--- src/rtl/alu_pkg.sv ---
// Shared definitions for the 16-bit pipelined ALU and its issue/collect stage.
package alu_pkg;

    localparam int DATA_W  = 16;
    localparam int OP_W    = 4;
    localparam int ALU_LAT = 3;

    typedef logic [DATA_W-1:0] data_t;
    typedef logic [OP_W-1:0]   op_t;

    localparam op_t ALU_OP_ADD = 4'h0;
    localparam op_t ALU_OP_SUB = 4'h1;
    localparam op_t ALU_OP_AND = 4'h2;
    localparam op_t ALU_OP_OR  = 4'h3;
    localparam op_t ALU_OP_XOR = 4'h4;
    localparam op_t ALU_OP_NOP = 4'hF;

endpackage

--- src/rtl/sync_fifo.sv ---
// Single-clock FIFO, power-of-2 depth, pointers one bit wider than the address
// so full and empty are distinguished without a separate counter.
module sync_fifo
    import alu_pkg::*;
#(
    parameter int WIDTH = 8,
    parameter int DEPTH = 4
) (
    input  logic             clk_i,
    input  logic             rst_ni,
    input  logic             push_i,
    input  logic             pop_i,
    input  logic [WIDTH-1:0] wdata_i,
    output logic [WIDTH-1:0] rdata_o,
    output logic             full_o,
    output logic             empty_o
);

    localparam int AW = (DEPTH > 1) ? $clog2(DEPTH) : 1;
    localparam int PW = $clog2(DEPTH) + 1;
    localparam logic [PW-1:0] PTR_ONE = 1;

    logic [PW-1:0]    wr_ptr_q, wr_ptr_d;
    logic [PW-1:0]    rd_ptr_q, rd_ptr_d;
    logic [AW-1:0]    wr_addr, rd_addr;
    logic [WIDTH-1:0] mem_q [DEPTH];
    logic             do_push, do_pop;

    generate
        if (DEPTH == 1) begin : g_single
            assign wr_addr = '0;
            assign rd_addr = '0;
        end else begin : g_multi
            assign wr_addr = wr_ptr_q[AW-1:0];
            assign rd_addr = rd_ptr_q[AW-1:0];
        end
    endgenerate

    // Same slot but different lap bit means the writer is a full lap ahead.
    assign full_o  = (wr_ptr_q[PW-1] != rd_ptr_q[PW-1]) && (wr_addr == rd_addr);
    assign empty_o = (wr_ptr_q == rd_ptr_q);
    assign rdata_o = mem_q[rd_addr];

    assign do_push = push_i && !full_o;
    assign do_pop  = pop_i && !empty_o;

    always_comb begin
        wr_ptr_d = wr_ptr_q;
        rd_ptr_d = rd_ptr_q;
        if (do_push) wr_ptr_d = wr_ptr_q + PTR_ONE;
        if (do_pop)  rd_ptr_d = rd_ptr_q + PTR_ONE;
    end

    always_ff @(posedge clk_i or negedge rst_ni) begin
        if (!rst_ni) begin
            wr_ptr_q <= '0;
            rd_ptr_q <= '0;
        end else begin
            wr_ptr_q <= wr_ptr_d;
            rd_ptr_q <= rd_ptr_d;
        end
    end

    always_ff @(posedge clk_i) begin
        if (do_push) mem_q[wr_addr] <= wdata_i;
    end

    ast_no_overflow: assert property (@(posedge clk_i) disable iff (!rst_ni)
        !(push_i && full_o));
    ast_no_underflow: assert property (@(posedge clk_i) disable iff (!rst_ni)
        !(pop_i && empty_o));

endmodule

--- src/rtl/alu_issue_ctrl.sv ---
// Issue stage for the 3-stage ALU: buffers commands, issues one per cycle under
// response-slot credit, tracks them through the ALU latency and collects results.
module alu_issue_ctrl
    import alu_pkg::*;
#(
    parameter int TAG_W     = 4,
    parameter int CMD_DEPTH = 4,
    parameter int RSP_DEPTH = 4,
    parameter int ALU_LAT   = alu_pkg::ALU_LAT
) (
    input  logic              clk,
    input  logic              reset,
    input  logic              cmd_valid,
    output logic              cmd_ready,
    input  logic [DATA_W-1:0] cmd_a,
    input  logic [DATA_W-1:0] cmd_b,
    input  logic [OP_W-1:0]   cmd_op,
    input  logic [TAG_W-1:0]  cmd_tag,
    output logic [DATA_W-1:0] alu_a,
    output logic [DATA_W-1:0] alu_b,
    output logic [OP_W-1:0]   alu_op,
    input  logic [DATA_W-1:0] alu_result,
    output logic              rsp_valid,
    input  logic              rsp_ready,
    output logic [DATA_W-1:0] rsp_data,
    output logic [TAG_W-1:0]  rsp_tag
);

    localparam int CMD_W = 2 * DATA_W + OP_W + TAG_W;
    localparam int RSP_W = DATA_W + TAG_W;
    localparam int CRD_W = $clog2(RSP_DEPTH + 1);
    localparam logic [CRD_W-1:0] CRD_MAX = CRD_W'(RSP_DEPTH);
    localparam logic [CRD_W-1:0] CRD_ONE = 1;

    logic              cmd_push, cmd_full, cmd_empty;
    logic [CMD_W-1:0]  cmd_wdata, cmd_rdata;
    logic [DATA_W-1:0] head_a, head_b;
    logic [OP_W-1:0]   head_op;
    logic [TAG_W-1:0]  head_tag;

    logic              rsp_push, rsp_pop, rsp_full, rsp_empty;
    logic [RSP_W-1:0]  rsp_wdata, rsp_rdata;
    logic [RSP_W-1:0]  rsp_last_q, rsp_last_d;

    logic              issue;
    logic [CRD_W-1:0]  credit_q, credit_d;
    logic [DATA_W-1:0] alu_a_q, alu_a_d, alu_b_q, alu_b_d;
    logic [OP_W-1:0]   alu_op_q, alu_op_d;
    logic [ALU_LAT:0]  trk_vld_q, trk_vld_d;
    logic [TAG_W-1:0]  trk_tag_q [ALU_LAT+1];

    // Command side: cmd_ready depends only on registered FIFO state.
    assign cmd_ready = !cmd_full;
    assign cmd_push  = cmd_valid && cmd_ready;
    assign cmd_wdata = {cmd_a, cmd_b, cmd_op, cmd_tag};
    assign {head_a, head_b, head_op, head_tag} = cmd_rdata;

    sync_fifo #(
        .WIDTH (CMD_W),
        .DEPTH (CMD_DEPTH)
    ) u_cmd_fifo (
        .clk_i   (clk),
        .rst_ni  (reset),
        .push_i  (cmd_push),
        .pop_i   (issue),
        .wdata_i (cmd_wdata),
        .rdata_o (cmd_rdata),
        .full_o  (cmd_full),
        .empty_o (cmd_empty)
    );

    // A slot in the response FIFO is claimed at issue, so a result always has room.
    assign issue = !cmd_empty && (credit_q != '0);

    always_comb begin
        alu_a_d  = '0;
        alu_b_d  = '0;
        alu_op_d = ALU_OP_NOP;
        if (issue) begin
            alu_a_d  = head_a;
            alu_b_d  = head_b;
            alu_op_d = head_op;
        end
    end

    always_comb begin
        credit_d = credit_q;
        case ({issue, rsp_pop})
            2'b10:   credit_d = credit_q - CRD_ONE;
            2'b01:   credit_d = credit_q + CRD_ONE;
            default: credit_d = credit_q;
        endcase
    end

    assign trk_vld_d = {trk_vld_q[ALU_LAT-1:0], issue};

    // Response side: the last tracking stage lines up with the ALU result.
    assign rsp_push   = trk_vld_q[ALU_LAT];
    assign rsp_wdata  = {alu_result, trk_tag_q[ALU_LAT]};
    assign rsp_valid  = !rsp_empty;
    assign rsp_pop    = rsp_valid && rsp_ready;
    assign rsp_last_d = rsp_pop ? rsp_rdata : rsp_last_q;
    assign {rsp_data, rsp_tag} = rsp_empty ? rsp_last_q : rsp_rdata;

    sync_fifo #(
        .WIDTH (RSP_W),
        .DEPTH (RSP_DEPTH)
    ) u_rsp_fifo (
        .clk_i   (clk),
        .rst_ni  (reset),
        .push_i  (rsp_push),
        .pop_i   (rsp_pop),
        .wdata_i (rsp_wdata),
        .rdata_o (rsp_rdata),
        .full_o  (rsp_full),
        .empty_o (rsp_empty)
    );

    always_ff @(posedge clk or negedge reset) begin
        if (!reset) begin
            alu_a_q    <= '0;
            alu_b_q    <= '0;
            alu_op_q   <= ALU_OP_NOP;
            trk_vld_q  <= '0;
            credit_q   <= CRD_MAX;
            rsp_last_q <= '0;
        end else begin
            alu_a_q    <= alu_a_d;
            alu_b_q    <= alu_b_d;
            alu_op_q   <= alu_op_d;
            trk_vld_q  <= trk_vld_d;
            credit_q   <= credit_d;
            rsp_last_q <= rsp_last_d;
        end
    end

    // Tags are meaningful only where the matching valid bit is set.
    always_ff @(posedge clk) begin
        trk_tag_q[0] <= head_tag;
        for (int i = 1; i <= ALU_LAT; i++) begin
            trk_tag_q[i] <= trk_tag_q[i-1];
        end
    end

    assign alu_a  = alu_a_q;
    assign alu_b  = alu_b_q;
    assign alu_op = alu_op_q;

    ast_credit_max: assert property (@(posedge clk) disable iff (!reset)
        credit_q <= CRD_MAX);
    ast_rsp_room: assert property (@(posedge clk) disable iff (!reset)
        !(rsp_push && rsp_full));

endmodule
--- config.mk ---
export PLATFORM = sky130hd
export DESIGN_NAME = alu_issue_ctrl
export DESIGN_NICKNAME = d
export VERILOG_FILES = /design/src/rtl/alu_pkg.sv /design/src/rtl/sync_fifo.sv /design/src/rtl/alu_issue_ctrl.sv
export SDC_FILE = /design/constraint.sdc
export NUM_CORES = 1
export LEC_CHECK = 0
export CORE_ASPECT_RATIO = 0.7
export CORE_UTILIZATION = 61
export DETAILED_ROUTE_END_ITERATION = 12
export GPL_ROUTABILITY_DRIVEN = 1
export PLACE_DENSITY = 0.84
export SYNTH_ARGS = -nofsm -noshare
export SYNTH_HDL_FRONTEND = slang
export SYNTH_HIERARCHICAL = 1
export SYNTH_SLANG_ARGS = --single-unit
--- constraint.sdc ---
create_clock -name clk -period 4.4 [get_ports clk]
set_input_delay 0.88 -clock clk [delete_from_list [all_inputs] [get_ports clk]]
set_output_delay 0.88 -clock clk [all_outputs]
set_load 0.02 [all_outputs]
==> key figures, run 1 <==
Floorplan
  – Initial core utilization: 62.8%
  – Standard-cell rows: 43
  – Die area: 21100 um2
  – Die Y: 122 um
  – Ports: 118
  – Core ar.: 20000 um2
  – Horiz. Die Dim: 173 um

Power
  – Switching part of the total: 31.6%
  – P_int: 8.55 mW
  – Max IR drop VDD: 0.000411 V
  – Leak: 5.30 nW
  – Switch Pwr: 3.95 mW
  – Clk network pwr share: 21.7%
  – Overall power: 12.5 mW
  – Sequential power share: 39.6%
  – Power Dens Cells: 831 nW/um2
  – Combinational Power Share: 38.7%

Routing
  – DR vias: 5868
  – Total Wirelength: 22.4 mm
  – Vias/cell: 5.75
  – Number of remaining DRC errors: 0
  – ANT nets after route: 0
  – Iter 0 DRT Violations: 439
  – Routed length per instance: 21.9 um
  – 1st-pass router iterations: 5

Global route
  – Total congestion overflow: 0
  – First-pass GRT wire length: 35.1 mm
  – Initial antenna violation count: 0
  – Largest net degree at the start of global routing: 76
  – Total Routing Usage GR: 22.2%
  – Vias in the first global route: 6391

Timing
  – Max Clk Rate: 0.269 GHz
  – Slew Limit Fails: 0
  – Endpoints failing setup: 0
  – Crit share post-route: 84.4%
  – Final hold vios: 0
  – Final min period: 3.71 ns
  – Worst-margin pin slew: 1.24 ns
  – Final Skew: 0.0153 ns
  – TNS Setup: 0 ns
  – Worst slew margin: 17.3%
  – RSZ-0062 raised after global routing: no

Setup path
  – Worst setup SP type: flop
  – Crit. End Element: output port
  – Worst Setup Path Type: flop to output port
  – CP required: 3.52 ns
  – CP max FO: 23
  – WP data arrival: 2.83 ns

Cells and area
  – Antenna Diode Count: 0
  – Area grow syn2layout: 20.0%
  – Share of layout cells above drive strength 1: 30.8%
  – # nets final: 799
  – Fillers: 1045

Clock tree
  – Reg clk slew, reported paths: 0.06 ns
  – H-tree levels: 1
  – Later-pin clock latency in the skew report: 0.55 ns
  – Setup Buffers After CTS: 0
  – Hold_buf cts: 0
  – Root Buffer: clkbuf_16
  – CTS buffer count: 30
  – Clock buffer depth: 3
  – Post-cts resize count: 0
  – CTS sink count: 331
  – CTS tree: done

Job
  – Max Cap Viol: 0

Synth
  – Net Count, Synth: 661
  – Synth Cell Area: 12500 um2
  – Post-Synthesis Cells: 589
  – Warnings, synthesis: 6
  – Avg Cell Area, Syn: 21.3 um2

Placed design
  – Port Buffers: 117
  – RePlAce Congestion: 0.738
  – Dpl hpwl: 13.2 mm

Outcome
  – Outcome: completed

Hold path
  – Worst min-delay path class: flop to flop
[power by group through the flow]
stage / registers, mW / clock network (mW) / logic [mW]
after global placement: 4.91 / 0 / 4.68
after floorplan: 5.04 / 0 / 3.23
after global routing: 5.04 / 2.88 / 5.16
after CTS: 4.96 / 2.78 / 4.90
after detailed placement: 5.00 / 0 / 4.83
final: 4.95 / 2.72 / 4.84
[final cells by class]
class | instances | area, um2 | share of cell area [%]
multi-input cells | 223 | 2930 | 19.5
flip-flops and latches | 331 | 9420 | 62.6
inverters | 12 | 45.0 | 0.299
clock buffers | 35 | 790 | 5.25
clock inverters | 21 | 267 | 1.77
well taps | 270 | 338 | 2.25
repair buffers | 129 | 1260 | 8.37
[per-layer routing]
metal	wire, um	vias to the layer above	track usage, %
met5	0	-	0
met1	9260	3070	29.5
met3	1110	42	4.24
li1	-	2586	-
met4	469	0	5.48
met2	11600	170	38.5
[state kept, by name, indices dropped and copies added (netlist names), 4 cells and up]
signal            cells
u_cmd_fifo/mem_q    160
alu_b                16
alu_a                16
rsp_last_q           20
trk_tag_q            16
alu_op                4
u_rsp_fifo/mem_q     80
trk_vld_q             4
[metrics by stage]
step           utilization, %  std cells  hold slack, ns  instance area [um2]  setup slack, ns
4_1_cts                  75.4       1021           0.330                15000            0.623
6_report                 75.4       1021           0.328                15000            0.686
3_5_place_dp             70.1        965           0.313                14000             1.17
2_1_floorplan               -        589           0.310                12500             1.39
5_1_grt                  75.4       1021           0.344                15000            0.574
3_3_place_gp             70.1        965           0.313                14000             1.25
[path summary, 6_finish.rpt]
path,from,endpoint,slack [ns],cells past startpoint
worst max-delay path,u_rsp_fifo/rd_ptr_q[0]$_DFFE_PN0P_,rsp_data[1],0.69,4
worst min-delay path,trk_tag_q[2][3]$_DFF_P_,trk_tag_q[3][3]$_DFF_P_,0.33,0
worst max register to register,u_rsp_fifo/wr_ptr_q[0]$_DFFE_PN0P_,credit_q[2]$_DFFE_PN1P_,1.17,12
worst min register to register,trk_tag_q[2][3]$_DFF_P_,trk_tag_q[3][3]$_DFF_P_,0.33,0
max in group asynchronous,reset,u_cmd_fifo/rd_ptr_q[0]$_DFFE_PN0P_,3.10,1
min in group asynchronous,reset,alu_b[1]$_DFF_PN0_,0.48,1
[layout by cell type (no fill, tap or decap), types with 7 or more instances in the layout]
master             n
buf_4             13
and2_4            28
o31ai_2            7
clkbuf_16         30
a21oi_1            8
clkinv_1           7
ha_1              11
dfrtp_1           68
edfxtp_1         240
inv_1             11
mux4_2            60
clkdlybuf4s50_1  116
mux2_2            40
xnor2_1            9
dfxtp_1           16
[critical path: stages (launching register included)]
cell	delay, ns
dfrtp_1	0.39
buf_4	0.45
mux4_2	0.58
mux2_2	0.29
clkdlybuf4s50_1	0.56
No activity file was read; power rests on OpenSTA's default activity.
==> run 2: changes to the inputs <==
--- a/config.mk
+++ b/config.mk
@@ -6,10 +6,10 @@
 export NUM_CORES = 1
 export LEC_CHECK = 0
 export CORE_ASPECT_RATIO = 0.7
-export CORE_UTILIZATION = 61
+export CORE_UTILIZATION = 51
 export DETAILED_ROUTE_END_ITERATION = 12
 export GPL_ROUTABILITY_DRIVEN = 1
-export PLACE_DENSITY = 0.84
+export PLACE_DENSITY = 0.75
 export SYNTH_ARGS = -nofsm -noshare
 export SYNTH_HDL_FRONTEND = slang
 export SYNTH_HIERARCHICAL = 1
==> constraint.sdc (replaced) <==
create_clock -name clk -period 3 [get_ports clk]
set_input_delay 0.6 -clock clk [delete_from_list [all_inputs] [get_ports clk]]
set_output_delay 0.6 -clock clk [all_outputs]
set_load 0.02 [all_outputs]
==> run 2 against run 1 <==
  * Combinational power increased by 51%
  * Sequential power increased by 47%
  * Die area increased by 19%
  * Worst setup slack got worse by 0.67 ns
  * Sequential share of layout area decreased by 1.3 points
  * Design area increased by 2.1%
  * Global-route usage decreased by 3.3 points
  * Flip-flop and latch count unchanged
  * Via count increased by 1.6%
  * Clock power increased by 46%
  * Utilization decreased by 11 points
==> key figures, run 2 (synthesis results as in run 1) <==
Setup path
  – Worst path slowest cell: dfrtp_2
  – CP required: 2.40 ns
  – Worst setup SP type: flop
  – Max incr delay on CP: 0.46 ns
  – CP max FO: 6
  – Worst Setup Path Type: flop to output port
  – Crit. End Element: output port
  – WP data arrival: 2.38 ns
  – Crit-path cells: xor2_4, nor3_4, buf_6, buf_16, mux2_2, clkdlybuf4s15_2

Routing
  – Total Wirelength: 22.9 mm
  – DR WL met3: 1.36 mm
  – Uppermost layer routed: met4
  – ANT nets after route: 0
  – Vias/cell: 5.48
  – Iter 0 DRT Violations: 384
  – Met1 Routed Length: 9.85 mm
  – Wire length on met2: 11.2 mm
  – Number of remaining DRC errors: 0
  – 1st-pass router iterations: 4
  – DR vias: 5961
  – Routed length per instance: 21.1 um

Timing
  – Endpoints failing setup: 0
  – Final min period: 2.98 ns
  – TNS Setup: 0 ns
  – Slew Limit Fails: 0
  – Worst-margin pin slew: 1.10 ns
  – Worst setup margin: 0.0190 ns
  – Hold Slack: 0.328 ns
  – Max Clk Rate: 0.335 GHz
  – Worst slew margin: 26.5%
  – Final Skew: 0.0163 ns
  – RSZ-0062 raised after global routing: yes
  – Crit share post-route: 99.4%
  – Final hold vios: 0

Placed design
  – DP Cell Count: 1021
  – Dpl hpwl: 13.7 mm
  – Setup WS pre-CTS: 0.286 ns
  – Port Buffers: 117
  – DP Area: 14200 um2
  – RePlAce Congestion: 0.798

Cells and area
  – Commonest non-fill, non-tap cell in the layout: edfxtp_1
  – # nets final: 817
  – Area grow syn2layout: 22.6%
  – Antenna Diode Count: 0
  – Post-route insts no fill: 1088
  – Fillers: 1577
  – Commonest cells after routing, fill and taps aside: edfxtp_1, clkdlybuf4s50_1, dfrtp_1
  – Top flop regs: u_cmd_fifo/mem_q x160, u_rsp_fifo/mem_q x80, rsp_last_q x20
  – Final non-filler cell area: 15400 um2
  – Most flop-heavy register: u_cmd_fifo/mem_q
  – Share of layout cells above drive strength 1: 36.5%
  – Max reg flops: 160
  – Post-layout util: 64.3%

Outcome
  – Outcome: completed

Clock tree
  – Clock buffer depth: 3
  – Later-pin clock latency in the skew report: 0.56 ns
  – CTS tree: done
  – Reg clk slew, reported paths: 0.06 ns
  – Root Buffer: clkbuf_16
  – CTS sink count: 331
  – CTS buffer count: 31
  – H-tree levels: 1

Global route
  – First-pass GRT wire length: 36.4 mm
  – Largest net degree at the start of global routing: 38
  – Total Routing Usage GR: 18.9%
  – Vias in the first global route: 6500
  – Initial antenna violation count: 1
  – Total congestion overflow: 0

Floorplan
  – Standard-cell rows: 47
  – Die Y: 133 um
  – Core ar.: 23900 um2
  – Horiz. Die Dim: 189 um
  – Initial core utilization: 52.5%
  – Ports: 118
  – Die area: 25200 um2

Power
  – Power Dens Cells: 1210 nW/um2
  – Max IR drop VDD: 0.000785 V
  – Leak: 5.42 nW
  – Overall power: 18.6 mW

Job
  – Max Cap Viol: 0

Hold path
  – Worst min-delay path class: flop to flop
[run 2: changes by cell type in the layout (fill, tap and decap cells not counted), moves of 3 or more]
cell | before | now
buf_6 | 0 | 3
clkinvlp_4 | 1 | 7
buf_12 | 0 | 7
clkinv_1 | 7 | 2
bufinv_16 | 6 | 3
clkdlybuf4s50_1 | 116 | 95
buf_2 | 0 | 16
buf_4 | 13 | 18
dfrtp_2 | 1 | 6
dfrtp_1 | 68 | 63
clkdlybuf4s15_2 | 0 | 4
xor2_4 | 0 | 3
[run 2: layout make-up]
| cell class | instances | area, um2 | area share (%) |
|---|---|---|---|
| Clock buffer | 38 | 842 | 5.48 |
| Timing Repair Buffer | 146 | 1440 | 9.34 |
| Inverter | 12 | 45.0 | 0.293 |
| Multi-Input combinational cell | 223 | 3000 | 19.5 |
| Clock inverter | 20 | 223 | 1.45 |
| Sequential cell | 331 | 9420 | 61.3 |
| Tap cell | 318 | 398 | 2.59 |
[run 2: timing repair]
item / CTS / global route
endpoints found under the setup margin: 21 / 21
endpoints found under the hold margin: 24 / 0
hold buffers: 1 / 0
pin swaps: 1 / 2
gates resized for setup: 71 / 20
buffers inserted: 4 / 2
cloned: 2 / 0
[run 2: worst paths after layout]
check	from	end	slack, ns	cells after the start
min reg2reg	trk_tag_q[1][1]$_DFF_P_	trk_tag_q[2][1]$_DFF_P_	0.33	0
max reg2reg	u_rsp_fifo/wr_ptr_q[2]$_DFFE_PN0P_	credit_q[2]$_DFFE_PN1P_	0.34	13
min in group asynchronous	reset	u_cmd_fifo/wr_ptr_q[0]$_DFFE_PN0P_	0.53	2
max	u_rsp_fifo/wr_ptr_q[2]$_DFFE_PN0P_	rsp_data[1]	0.02	6
min	trk_tag_q[1][1]$_DFF_P_	trk_tag_q[2][1]$_DFF_P_	0.33	0
max in group asynchronous	reset	alu_op[3]$_DFF_PN1_	1.63	3
[run 2: worst max-delay path, delay by kind of cell (launching register included)]
kind          cells  cell delay, ns
mux               1            0.33
simple gates      1            0.29
buf+inv           3            0.53
flops             1            0.46
xor+xnor          1            0.23
[run 2: power breakdown]
part	total (mW)	internal [mW]	switching (mW)	leakage, nW
combinational	7.33	3.60	3.73	1.70
clock	3.98	2.29	1.69	0.502
sequential	7.26	6.64	0.617	3.22
total	18.6	12.5	6.04	5.42
[run 2: per-layer routing]
metal / vias up / GRT usage [%]
li1: 2619 / -
met1: 3129 / 26.2
met2: 171 / 30.5
met3: 42 / 4.32
met4: 0 / 5.06
met5: - / 0
==> run 3: changes to the inputs <==
--- a/config.mk
+++ b/config.mk
@@ -10,6 +10,8 @@
 export DETAILED_ROUTE_END_ITERATION = 12
 export GPL_ROUTABILITY_DRIVEN = 1
 export PLACE_DENSITY = 0.75
+export SKIP_CTS_REPAIR_TIMING = 1
+export SLEW_MARGIN = 20
 export SYNTH_ARGS = -nofsm -noshare
 export SYNTH_HDL_FRONTEND = slang
 export SYNTH_HIERARCHICAL = 1
==> run 3 against run 2 <==
  * Critical path depth is 1 lower
  * Sequential share of layout area hardly changed
  * Maximum frequency is 2.4% higher
  * Clock-buffer cell count stayed put
  * First-iteration DRC count is 6.0% lower
  * Die area stayed put
  * Non-clock buffer count is 6 lower
  * Largest cell class unchanged
==> key figures, run 3 (synthesis results as in run 1) <==
Routing
  – Wire length on met2: 11.1 mm
  – Uppermost layer routed: met4
  – DR vias: 5894
  – Iter 0 DRT Violations: 361
  – Met1 Routed Length: 9.59 mm
  – Routed length per instance: 20.9 um
  – Total Wirelength: 22.6 mm
  – DR WL met3: 1.41 mm
  – Number of remaining DRC errors: 0
  – 1st-pass router iterations: 4
  – Vias/cell: 5.45
  – ANT nets after route: 0

Placed design
  – Setup WS pre-CTS: 0.286 ns
  – Port Buffers: 117
  – DP Area: 14200 um2
  – RePlAce Congestion: 0.798
  – Dpl hpwl: 13.7 mm

Setup path
  – CP delay by family, top: buffers and inverters
  – WP data arrival: 2.31 ns
  – Buf+Inv Stages, Crit Path: 3
  – CP max FO: 11
  – R2R cell count: 12
  – Crit. End Element: output port
  – Max incr delay on CP: 0.59 ns
  – Crit-path cells: xor2_2, nor3_4, buf_12, inv_2, clkdlybuf4s50_1
  – Worst setup SP type: flop
  – Worst Setup Path Type: flop to output port
  – CP required: 2.40 ns
  – Worst path slowest cell: clkdlybuf4s50_1
  – Launch point of the worst reg-to-reg path: u_rsp_fifo/wr_ptr_q[2]$_DFFE_PN0P_
  – Register-to-register setup slack: 0.37 ns
  – Reg-to-Reg End: credit_q[2]$_DFFE_PN1P_

Power
  – Max IR drop VDD: 0.000715 V
  – Leak: 5.48 nW
  – Overall power: 18.5 mW
  – Power Dens Cells: 1200 nW/um2

Cells and area
  – Share of layout cells above drive strength 1: 34.4%
  – Commonest cells after routing, fill and taps aside: edfxtp_1, clkdlybuf4s50_1, dfrtp_1
  – Antenna Diode Count: 0
  – Post-layout util: 64.3%
  – Commonest non-fill, non-tap cell in the layout: edfxtp_1
  – # nets final: 811
  – Most flop-heavy register: u_cmd_fifo/mem_q
  – Max reg flops: 160
  – Top flop regs: u_cmd_fifo/mem_q x160, u_rsp_fifo/mem_q x80, rsp_last_q x20
  – Fillers: 1577
  – Final non-filler cell area: 15400 um2
  – Area grow syn2layout: 22.5%

Timing
  – Max Clk Rate: 0.344 GHz
  – TNS Setup: 0 ns
  – Worst slew margin: 26.5%
  – Worst-margin pin slew: 1.10 ns
  – Final hold vios: 0
  – RSZ-0062 raised after global routing: no
  – Slew Limit Fails: 0
  – Final min period: 2.91 ns
  – Endpoints failing setup: 0
  – Final Skew: 0.0158 ns
  – Crit share post-route: 97.0%
  – Worst setup margin: 0.0900 ns

Global route
  – Vias in the first global route: 6439
  – Largest net degree at the start of global routing: 38
  – Total congestion overflow: 0
  – First-pass GRT wire length: 35.8 mm
  – Total Routing Usage GR: 18.5%
  – Initial antenna violation count: 1

Hold path
  – Hold path startpoint: trk_tag_q[1][1]$_DFF_P_
  – Worst hold path depth: 0
  – Hold endpoint: trk_tag_q[2][1]$_DFF_P_
  – Worst min-delay path class: flop to flop

Clock tree
  – CTS sink count: 331
  – Root Buffer: clkbuf_16
  – Reg clk slew, reported paths: 0.06 ns
  – Later-pin clock latency in the skew report: 0.56 ns
  – H-tree levels: 1
  – Clock buffer depth: 3
  – CTS buffer count: 31
  – CTS tree: done

Floorplan
  – Initial core utilization: 52.5%
  – Core ar.: 23900 um2
  – Standard-cell rows: 47
  – Ports: 118
  – Horiz. Die Dim: 189 um
  – Die area: 25200 um2
  – Die Y: 133 um

Outcome
  – Outcome: completed

Job
  – Max Cap Viol: 0
## run 3: cell types whose count changed in the layout (fill, tap and decap cells not counted)
| cell | change |
|---|---|
| buf_16 | -1 |
| buf_2 | -16 |
| buf_4 | -4 |
| buf_6 | -2 |
| clkbuf_16 | +1 |
| clkbuf_2 | +10 |
| clkdlybuf4s15_2 | -4 |
| clkdlybuf4s50_1 | +1 |
| dfrtp_1 | +2 |
| dfrtp_2 | -2 |
| dlymetal6s2s_1 | +9 |
## run 3: report_power, final
part,internal (mW),total [mW],switching [mW]
combinational,3.59,7.24,3.65
clock,2.29,3.98,1.69
sequential,6.64,7.27,0.635
## run 3: area by class of cell
type	instances	area (um2)	share of cell area (%)
Sequential cell	331	9420	61.4
Multi-Input combinational cell	223	3000	19.5
Timing Repair Buffer	140	1430	9.30
Clock buffer	38	842	5.48
Tap cell	318	398	2.59
Clock inverter	20	223	1.45
Inverter	12	45.0	0.293
## run 3: layer usage
metal	vias to the layer above	GRT usage, %
li1	2605	-
met1	3074	25.4
met2	175	30.1
met3	40	4.35
met4	0	4.79
met5	-	0
## run 3: through the flow
stage | hold WS [ns] | std cells
floorplan | 0.304 | 589
global placement | 0.315 | 1021
detailed placement | 0.312 | 1021
CTS | -0.0267 | 1079
global route | 0.331 | 1082
finish | 0.328 | 1082
## run 3: worst max path at each step
stage / start / to / cells after the start
floorplan: u_cmd_fifo/rd_ptr_q[1]$_DFFE_PN0P_ / u_cmd_fifo/mem_q[3][0]$_DFFE_PP_ / 7
global placement: u_rsp_fifo/wr_ptr_q[0]$_DFFE_PN0P_ / rsp_data[1] / 5
detailed placement: u_rsp_fifo/wr_ptr_q[0]$_DFFE_PN0P_ / rsp_data[12] / 5
CTS: u_rsp_fifo/wr_ptr_q[0]$_DFFE_PN0P_ / rsp_data[12] / 5
global route: u_rsp_fifo/wr_ptr_q[2]$_DFFE_PN0P_ / rsp_valid / 5
finish: u_rsp_fifo/wr_ptr_q[2]$_DFFE_PN0P_ / rsp_valid / 5
